## src/rtl/sw_result_collector_pkg.sv

```systemverilog
// Shared widths and record layout for the SmithWaterman result collector.
// Optional feature macro: SW_HIT_COUNT_EN (per-query hit counter stored in each record).
`ifndef SW_RESULT_COLLECTOR_PKG_SV
`define SW_RESULT_COLLECTOR_PKG_SV

`ifndef CALC_BIT
`define CALC_BIT 16
`endif

`ifndef MAX_T_NUM_BIT
`define MAX_T_NUM_BIT 10
`endif

`ifndef SW_REC_Q_BIT
`define SW_REC_Q_BIT 8
`endif

// Record field order, MSB first: q_idx, match_idx, max_result, cnt, [hits]
`ifdef SW_HIT_COUNT_EN
`define SW_REC_HITS_W (`MAX_T_NUM_BIT + 1)
`else
`define SW_REC_HITS_W 0
`endif

`define SW_REC_W (`SW_REC_Q_BIT + `MAX_T_NUM_BIT + `CALC_BIT + (`MAX_T_NUM_BIT + 1) + `SW_REC_HITS_W)

package sw_result_collector_pkg;

   localparam int unsigned CALC_W     = `CALC_BIT;
   localparam int unsigned T_W        = `MAX_T_NUM_BIT;
   localparam int unsigned SW_REC_Q_W = `SW_REC_Q_BIT;

   // Packed record width for a given query-index and count width
   function automatic int unsigned rec_width(input int unsigned q_w,
                                             input int unsigned cnt_w,
                                             input bit          hits_en);
      return q_w + T_W + CALC_W + cnt_w + (hits_en ? cnt_w : 0);
   endfunction

endpackage

`endif

```

## src/rtl/sw_result_collector_if.sv

```systemverilog
// Valid/ready record stream: master produces records, slave accepts them.
interface sw_result_collector_if #(
   parameter int unsigned WIDTH = 1
) ();

   logic             valid;
   logic             ready;
   logic [WIDTH-1:0] data;

   modport master (output valid, output data, input ready);
   modport slave  (input valid, input data, output ready);

endinterface

```

## src/rtl/sw_rec_fifo.sv

```systemverilog
// Synchronous record FIFO with registered storage and a combinational head.
// Push while full is accepted only if the head is popped in the same cycle.
module sw_rec_fifo
   import sw_result_collector_pkg::*;
#(
   parameter int unsigned DEPTH = 8,
   parameter int unsigned WIDTH = 8
) (
   input  logic                     clk,
   input  logic                     rst_n,
   input  logic                     clear_i,
   sw_result_collector_if.slave     push_if,
   sw_result_collector_if.master    pop_if,
   output logic [$clog2(DEPTH):0]   level_o
);

   localparam int unsigned PTR_W = $clog2(DEPTH);

   logic [WIDTH-1:0] mem_q [DEPTH];
   logic [PTR_W-1:0] wr_q, wr_d;
   logic [PTR_W-1:0] rd_q, rd_d;
   logic [PTR_W:0]   level_q, level_d;
   logic             full, empty;
   logic             do_push, do_pop;

   assign full    = (level_q == (PTR_W+1)'(DEPTH));
   assign empty   = (level_q == '0);
   assign do_pop  = !empty && pop_if.ready;
   assign push_if.ready = !full || do_pop;
   assign do_push = push_if.valid && push_if.ready;

   assign pop_if.valid = !empty;
   assign pop_if.data  = empty ? '0 : mem_q[rd_q];
   assign level_o      = level_q;

   // Pointer and occupancy next state; clear wins over push/pop
   always_comb begin
      wr_d    = wr_q;
      rd_d    = rd_q;
      level_d = level_q;
      if (do_push) wr_d = wr_q + 1'b1;
      if (do_pop)  rd_d = rd_q + 1'b1;
      case ({do_push, do_pop})
         2'b10:   level_d = level_q + 1'b1;
         2'b01:   level_d = level_q - 1'b1;
         default: level_d = level_q;
      endcase
      if (clear_i) begin
         wr_d    = '0;
         rd_d    = '0;
         level_d = '0;
      end
   end

   // Pointer and occupancy registers
   always_ff @(posedge clk or negedge rst_n) begin
      if (!rst_n) begin
         wr_q    <= '0;
         rd_q    <= '0;
         level_q <= '0;
      end else begin
         wr_q    <= wr_d;
         rd_q    <= rd_d;
         level_q <= level_d;
      end
   end

   // Storage write; entries are never read while empty so they need no reset
   always_ff @(posedge clk) begin
      if (do_push && !clear_i) mem_q[wr_q] <= push_if.data;
   end

endmodule

```

## src/rtl/sw_result_collector.sv

```systemverilog
// SmithWaterman result collector: per-query target count, own best score/index,
// cross-check against the upstream max, and a summary-record FIFO for the host.
// Optional feature macro: SW_HIT_COUNT_EN (count targets with result_i >= thresh_i).
module sw_result_collector
   import sw_result_collector_pkg::*;
#(
   parameter int unsigned DEPTH     = 8,
   parameter int unsigned Q_IDX_BIT = SW_REC_Q_W,
   parameter int unsigned CNT_BIT   = T_W + 1
) (
   input  logic                   clk,
   input  logic                   rst_n,
   input  logic                   clear_i,
   input  logic                   valid_i,
   input  logic [CALC_W-1:0]      result_i,
   input  logic                   change_q_i,
   input  logic [T_W-1:0]         match_idx_i,
   input  logic [CALC_W-1:0]      max_result_i,
   input  logic [CALC_W-1:0]      thresh_i,
   output logic                   rec_valid_o,
   input  logic                   rec_ready_i,
   output logic [Q_IDX_BIT-1:0]   rec_q_idx_o,
   output logic [T_W-1:0]         rec_idx_o,
   output logic [CALC_W-1:0]      rec_max_o,
   output logic [CNT_BIT-1:0]     rec_cnt_o,
   output logic [CNT_BIT-1:0]     rec_hits_o,
   output logic                   mismatch_o,
   output logic                   overflow_o,
   output logic [$clog2(DEPTH):0] level_o
);

`ifdef SW_HIT_COUNT_EN
   localparam bit HITS_EN = 1'b1;
`else
   localparam bit HITS_EN = 1'b0;
`endif

   localparam int unsigned REC_W = rec_width(Q_IDX_BIT, CNT_BIT, HITS_EN);

   logic [Q_IDX_BIT-1:0] q_idx_q, q_idx_d;
   logic [CNT_BIT-1:0]   cnt_q, cnt_d, cnt_next;
   logic [CALC_W-1:0]    best_q, best_d, best_next;
   logic [T_W-1:0]       idx_q, idx_d, idx_next;
   logic                 mismatch_q, mismatch_d;
   logic                 overflow_q, overflow_d;
   logic                 take;

`ifdef SW_HIT_COUNT_EN
   logic [CNT_BIT-1:0]   hits_q, hits_d, hits_next;
`else
   logic                 unused_thresh;
   assign unused_thresh = ^thresh_i;
`endif

   sw_result_collector_if #(.WIDTH(REC_W)) push_if ();
   sw_result_collector_if #(.WIDTH(REC_W)) pop_if ();

   sw_rec_fifo #(
      .DEPTH (DEPTH),
      .WIDTH (REC_W)
   ) u_fifo (
      .clk     (clk),
      .rst_n   (rst_n),
      .clear_i (clear_i),
      .push_if (push_if),
      .pop_if  (pop_if),
      .level_o (level_o)
   );

   // Running values including the current target (the last target is folded in before the push)
   always_comb begin
      cnt_next  = (cnt_q == '1) ? cnt_q : cnt_q + 1'b1;
      take      = (cnt_q == '0) || (result_i > best_q);
      best_next = take ? result_i : best_q;
      idx_next  = take ? T_W'(cnt_q) : idx_q;
`ifdef SW_HIT_COUNT_EN
      hits_next = ((result_i >= thresh_i) && (hits_q != '1)) ? hits_q + 1'b1 : hits_q;
`endif
   end

   // Record push toward the FIFO; a clear in the same cycle discards it
   assign push_if.valid = valid_i && change_q_i && !clear_i;
`ifdef SW_HIT_COUNT_EN
   assign push_if.data  = {q_idx_q, match_idx_i, max_result_i, cnt_next, hits_next};
`else
   assign push_if.data  = {q_idx_q, match_idx_i, max_result_i, cnt_next};
`endif

   // Host side of the FIFO
   assign pop_if.ready = rec_ready_i;
   assign rec_valid_o  = pop_if.valid;
`ifdef SW_HIT_COUNT_EN
   assign {rec_q_idx_o, rec_idx_o, rec_max_o, rec_cnt_o, rec_hits_o} = pop_if.data;
`else
   assign {rec_q_idx_o, rec_idx_o, rec_max_o, rec_cnt_o} = pop_if.data;
   assign rec_hits_o = '0;
`endif

   assign mismatch_o = mismatch_q;
   assign overflow_o = overflow_q;

   // Per-query accumulation, cross-check and sticky flags
   always_comb begin
      q_idx_d    = q_idx_q;
      cnt_d      = cnt_q;
      best_d     = best_q;
      idx_d      = idx_q;
      mismatch_d = mismatch_q;
      overflow_d = overflow_q;
`ifdef SW_HIT_COUNT_EN
      hits_d     = hits_q;
`endif
      if (valid_i) begin
         if (change_q_i) begin
            q_idx_d = q_idx_q + 1'b1;
            cnt_d   = '0;
            best_d  = '0;
            idx_d   = '0;
`ifdef SW_HIT_COUNT_EN
            hits_d  = '0;
`endif
            if ((best_next != max_result_i) || (idx_next != match_idx_i)) mismatch_d = 1'b1;
            // Dropped record: q_idx still advances so the host sees the gap
            if (!push_if.ready) overflow_d = 1'b1;
         end else begin
            cnt_d  = cnt_next;
            best_d = best_next;
            idx_d  = idx_next;
`ifdef SW_HIT_COUNT_EN
            hits_d = hits_next;
`endif
         end
      end
      if (clear_i) begin
         q_idx_d    = '0;
         cnt_d      = '0;
         best_d     = '0;
         idx_d      = '0;
         mismatch_d = 1'b0;
         overflow_d = 1'b0;
`ifdef SW_HIT_COUNT_EN
         hits_d     = '0;
`endif
      end
   end

   // Accumulator and flag registers
   always_ff @(posedge clk or negedge rst_n) begin
      if (!rst_n) begin
         q_idx_q    <= '0;
         cnt_q      <= '0;
         best_q     <= '0;
         idx_q      <= '0;
         mismatch_q <= 1'b0;
         overflow_q <= 1'b0;
`ifdef SW_HIT_COUNT_EN
         hits_q     <= '0;
`endif
      end else begin
         q_idx_q    <= q_idx_d;
         cnt_q      <= cnt_d;
         best_q     <= best_d;
         idx_q      <= idx_d;
         mismatch_q <= mismatch_d;
         overflow_q <= overflow_d;
`ifdef SW_HIT_COUNT_EN
         hits_q     <= hits_d;
`endif
      end
   end

endmodule

```

## config.mk

```make
export PLATFORM = sky130hd
export DESIGN_NAME = sw_result_collector
export DESIGN_NICKNAME = d
export VERILOG_FILES = /design/src/rtl/sw_result_collector_pkg.sv /design/src/rtl/sw_result_collector_if.sv /design/src/rtl/sw_rec_fifo.sv /design/src/rtl/sw_result_collector.sv
export SDC_FILE = /design/constraint.sdc
export NUM_CORES = 1
export LEC_CHECK = 0
export CORE_ASPECT_RATIO = 2
export CORE_MARGIN = 1
export CORE_UTILIZATION = 30
export DETAILED_ROUTE_END_ITERATION = 7
export GPL_ROUTABILITY_DRIVEN = 0
export HOLD_SLACK_MARGIN = 0.06
export PLACE_DENSITY = 0.58
export SYNTH_ARGS = -nofsm -noshare
export SYNTH_HDL_FRONTEND = slang
export SYNTH_SLANG_ARGS = --single-unit
```

## constraint.sdc

```tcl
create_clock -name clk -period 5.75 [get_ports clk]
set_input_delay 0.8625 -clock clk [delete_from_list [all_inputs] [get_ports clk]]
set_output_delay 0.8625 -clock clk [all_outputs]
set_load 0.03 [all_outputs]
```

== Word level (Yosys, flattened, before mapping) ==
Memories as Yosys holds them, arrays and structs flattened.
Index checks and enable logic that the tools add are counted.
Storage, ports and cells
  bits of input ports: 64
  output and inout bits: 63
  logic and storage cells: 78
  flip-flop bits (word level): 57
  memory bits (writable): 360
  memories: 1
Cells by class
  order comparisons: 1
  equal/unequal tests: 7
  $add $sub $neg: 6
  reduce and logical (&&, ||, !) cells: 22
  muxes and demuxes: 32
Memory list
  u_fifo.mem_q: depth 8, bits a word 45, read ports 1, clocked after memory_dff 0, wr ports 1, RTL line sw_rec_fifo.sv:19  | logic [WIDTH-1:0] mem_q [DEPTH];
Operators by type and width (count)
  $mux 16: 4
  $mux 45: 1
  $mux 11: 4
  $mux 10: 4
  $mux 8: 3
  $gt 16x16->1: 1
  $ne 16x16->1: 1
  $mux 3: 4
  $add 11x1->11 const B: 1
  $eq 11x11->1 const B: 1
  $logic_not 11->1: 1
  $mux 1: 10
  $ne 10x10->1: 1
  $reduce_bool 2->1: 5
  $add 8x1->8 const B: 1
  $pmux 4 s2: 1
  $add 3x1->3 const B: 2
  $reduce_and 3->1: 2
  $logic_and 1x1->1: 5
  $add 4x1->4 const B: 1
  $eq 4x4->1 const B: 1
  $logic_not 4->1: 1
  $mux 4: 1
  $sub 4x1->4 const B: 1
  7 further kinds: 11

== Longest topological paths before layout ==
  word-level depth: 9
  mapped depth: 10
  mapped depth without buffers: 10

== Modules after synthesis ==
Synthesis repeated with hierarchy kept, for this count alone.
Unflattened totals
  cells, all modules: 1018
  area total of the unflattened synthesis: 17694.5 um^2
By module, submodules not included
  sw_rec_fifo: times used 1, cells an instance 647, area an instance 14322.5 um^2, seq. area each 11060.6 um^2
  sw_result_collector: times used 1, cells an instance 371, area an instance 3372.0 um^2, seq. area each 1176.1 um^2

== Worst setup path before layout ==
No wires, ideal clock.
  path kind: input to register
  start point: input port clear_i
  end point: memory u_fifo.mem_q[1][0] in the netlist's numbering, enable pin
  slack: 516 ps
  stages: 4
  library setup time: 503 ps
  arrival: 4731 ps
  path buffers: 1
  cells stage by stage: clkbuf_1 -> nor3_1 -> nand2_1 -> nor3_1
On the way
  cells in the longest elaborated chain, start to end: 6
Ends and longest elaborated chain
  start, declared: RTL line sw_result_collector.sv:13  | input logic clear_i,
  $logic_not 1->1 (*): RTL line sw_rec_fifo.sv:70, sw_result_collector.sv:82
  $logic_and 1x1->1: RTL line sw_result_collector.sv:82  | assign push_if.valid = valid_i && change_q_i && !clear_i;
  $logic_and 1x1->1: RTL line sw_rec_fifo.sv:30  | assign do_push = push_if.valid && push_if.ready;
  $logic_and 1x1->1 (*): RTL line sw_rec_fifo.sv:70  | if (do_push && !clear_i) mem_q[wr_q] <= push_if.data;
  $mux 1 (*): RTL line sw_rec_fifo.sv:70
  $mux 1 (implied by the code) (*): RTL line sw_rec_fifo.sv:70
  end, declared: RTL line sw_rec_fifo.sv:19
Every way passes the cells marked *; elsewhere a longest branch is shown, timed or not.

== Worst setup path after layout ==
  start point: register u_fifo.rd_q[0]
  end point: output port rec_max_o[10]
On the way
  cells in the longest elaborated chain, start to end: 2
Ends and longest elaborated chain
  start, declared: RTL line sw_rec_fifo.sv:21  | logic [PTR_W-1:0] rd_q, rd_d;
  start signal, assigned: RTL line sw_rec_fifo.sv:63  | rd_q <= rd_d;
  $mem_v2 8x45
  $mux 45: RTL line sw_rec_fifo.sv:33  | assign pop_if.data = empty ? '0 : mem_q[rd_q];
  end, declared: RTL line sw_result_collector.sv:24  | output logic [CALC_W-1:0] rec_max_o,
No other way between the ends.

==> metrics.md <==
| Metric | Value |
|---|---|
| Outcome | `complete, no violations` |
| P_leak | `6.54 nW` |
| R2R Path End | `idx_q[6]$_DFFE_PN0P_` |
| R2r startpoint | `best_q[15]$_DFFE_PN0P_` |
| Most frequent cell after synthesis | `edfxtp_1` |
| Data required time of the critical path | `4.89 ns` |
| Core area | `57,200 µm²` |
| DR pass1 iterations | `5` |
| Starting density of the core | `0.305` |
| Total gr overflow | `0` |
| Die Width | `172 µm` |
| Hold Violations, Final | `0` |
| Largest family of logic cells by synthesized area | `multiplexers` |
| Yosys top cell by area | `edfxtp_1` |
| RSZ-0062 raised after global routing | `false` |
| TNS Setup | `0 ns` |
| WL per Instance | `22.6 µm` |
| Async set-reset flop share out of synthesis | `0.137` |
| Largest net degree at the start of global routing | `58` |
| Die area | `59,100 µm²` |
| CP endpoint kind | `primary output` |
| DRC viols | `0` |
| Post-CTS setup buffers | `0` |
| Synth Area in Compound Gates | `0.0419` |
| 1st-iter DRT viols | `672` |
| Io pins | `127` |
| P&R area growth vs syn | `18.0%` |
| Worst-Skew Late Latency | `0.55 ns` |
| Vias per Instance | `4.89` |
| Final Setup Violations | `0` |
| Worst Tran Pin Value | `1.18 ns` |
| Synth top area share | `0.620` |
| Synthesized-area fraction occupied by adder cells | `0.0177` |
| Worst Hold Class | `in -> async` |
| Port-buffer cells | `99` |
| CTS Root Buffer Type | `clkbuf_16` |
| Max Fanout on Critical Path | `32` |
| DP HPWL | `27,300 µm` |
| Reg2Reg Depth | `9` |
| Post-CTS sizing | `0` |
| Total Routing Usage GR | `0.149` |
| #FFs+latches synth | `417` |
| Post-Synth Simple-Gate Area | `0.0464` |
| Nets | `1,184` |
| Post-synth EDFFs | `360` |
| Max Cap Violations | `0` |
| Antenna viol nets, final | `0` |
| H-tree depth | `2` |
| Hold_buf cts | `0` |
| DP Worst Slack | `1.48 ns` |
| Syn Inst Count | `986` |
| First-pass GRT wire length | `64,000 µm` |
| Slew HR | `0.209` |
| F_max | `0.232 GHz` |
| Cell variety after synth | `53` |
| Syn. warnings | `0` |
| CP max-delay cell | `dfrtp_4` |
| Startpoint Class | `flop` |
| Primary FF master, synth | `edfxtp_1` |
| Fin crit period | `4.30 ns` |
| CP Class | `reg -> out` |
| Flop2flop setup slack | `2.60 ns` |
| Num CTS Buffers | `34` |
| Initial antenna violation count | `3` |
| Crit share post-route | `0.748` |
| CTS sink cnt | `417` |
| CTS tree | `built` |
| Vias | `9,185` |
| Vias in the first global route | `9,852` |
| Worst path max stage delay | `0.89 ns` |
| Fin. max-slew vios | `0` |
| Crit path DAT | `3.44 ns` |
| VDD IR-drop max | `0.229 mV` |
| Seq/Total Area, Yosys | `0.702` |
| Pwr per Cell Area | `369 nW/µm²` |
| Die Y | `343 µm` |
| Post-Synth XOR/XNOR Area | `0.0261` |
| Row Count | `124` |
| Ant diodes | `0` |
| Post-synthesis mux area share | `0.144` |
| Largest cells by area after synthesis | `edfxtp_1 (62%), mux4_2 (12%), dfrtp_1 (8.2%)` |
| Drt total wl | `42,500 µm` |
| Share of post-route cells with drive strength above 1 | `0.166` |
| Setup WS post-layout | `1.45 ns` |
| Longest Clk Path Bufs | `3` |
| Clk slew on worst S/H paths | `0.07 ns` |
| Synthesized cell area | `17,400 µm²` |
| Crit path cell chain | `buf_4 -> mux4_2 -> mux2i_1 -> nor2_1 -> clkdlybuf4s50_1` |
| Top cells by count, synth | `edfxtp_1 (360), mux4_2 (90), nor2_1 (77)` |
| Clk_skew | `0.0124 ns` |
| Avg Inst Size Synth | `17.7 µm²` |
## through the flow
stage                     utilization  instances  hold WS [ns]  area [µm²]  total power [mW]
after global placement          0.340       1816         0.474       19400              5.32
after CTS                       0.359       1878         0.499       20600              7.72
after floorplan                     -        996         0.458       17500              4.62
after detailed placement        0.340       1816         0.479       19400              5.34
final                           0.359       1878         0.478       20600              7.60
after global routing            0.359       1878         0.515       20600              7.90
## cells in the final DEF, fill, tap and decap left out, drive strengths merged, types with 21 or more instances in the layout
cell type / n
buf: 22
o21ai: 21
dfrtp: 57
inv: 31
nor2: 77
nand2: 24
mux2i: 49
ha: 23
edfxtp: 360
clkbuf: 46
mux4: 90
clkdlybuf4s50: 98
xor2: 26
xnor2: 26
a22o: 34
## per-layer routing
layer | routed length (µm) | up-vias | global-route usage
met5 | 39 | - | 0
met4 | 1000 | 6 | 0.0485
met3 | 1710 | 58 | 0.0219
met2 | 23300 | 207 | 0.279
met1 | 16400 | 4835 | 0.170
li1 | - | 4079 | -
## cells by family after synthesis
logic type | after synthesis
compound gates | 100
xor+xnor | 52
fa+ha+maj | 24
buf+inv | 84
flops | 417
mux | 139
other cells | 1
simple gates | 169
## power breakdown
group          total, mW  internal, mW  switching (mW)  leakage, nW
Clock               2.38          1.29            1.09        0.543
Sequential          3.41          3.31           0.107         3.99
Combinational       1.80         0.798            1.01         2.01
Total               7.60          5.40            2.20         6.54
## how the worst max path moves through the flow
stage                          startpoint                             to  slack, ns  depth (start not counted)
2_1_floorplan                     clear_i   u_fifo.mem_q[1][0]$_DFFE_PP_       0.52                          4
3_3_place_gp                      valid_i  u_fifo.mem_q[3][25]$_DFFE_PP_       1.53                          6
3_5_place_dp                      valid_i  u_fifo.mem_q[3][25]$_DFFE_PP_       1.48                          6
4_1_cts        u_fifo.rd_q[0]$_DFFE_PN0P_                  rec_max_o[10]       1.34                          5
5_1_grt        u_fifo.rd_q[0]$_DFFE_PN0P_                   rec_max_o[5]       1.25                          5
6_report       u_fifo.rd_q[0]$_DFFE_PN0P_                  rec_max_o[10]       1.45                          5
## sequential cells by signal, summed over array words and instances, names as in the netlist
signal	cells
u_fifo.rd_q	3
idx_q	10
u_fifo.wr_q	3
cnt_q	11
best_q	16
u_fifo.mem_q	360
mismatch_o	1
u_fifo.level_o	4
overflow_o	1
q_idx_q	8
## final cells by class
| class | instances | area (µm²) |
|---|---|---|
| Clock buffer | 46 | 968 |
| Inverter | 28 | 105 |
| Clock inverter | 16 | 154 |
| Fill cell | 5318 | 36700 |
| Multi-Input combinational cell | 495 | 4920 |
| Timing Repair Buffer | 120 | 1230 |
| Tap cell | 756 | 946 |
| Sequential cell | 417 | 12200 |
## worst max-delay path, delay by kind of cell, from the launching register on
kind / cells / cell delay (ns)
flops: 1 / 0.89
mux: 2 / 0.79
buf+inv: 2 / 1.13
simple gates: 1 / 0.06
(Power assumes the default switching activity.)
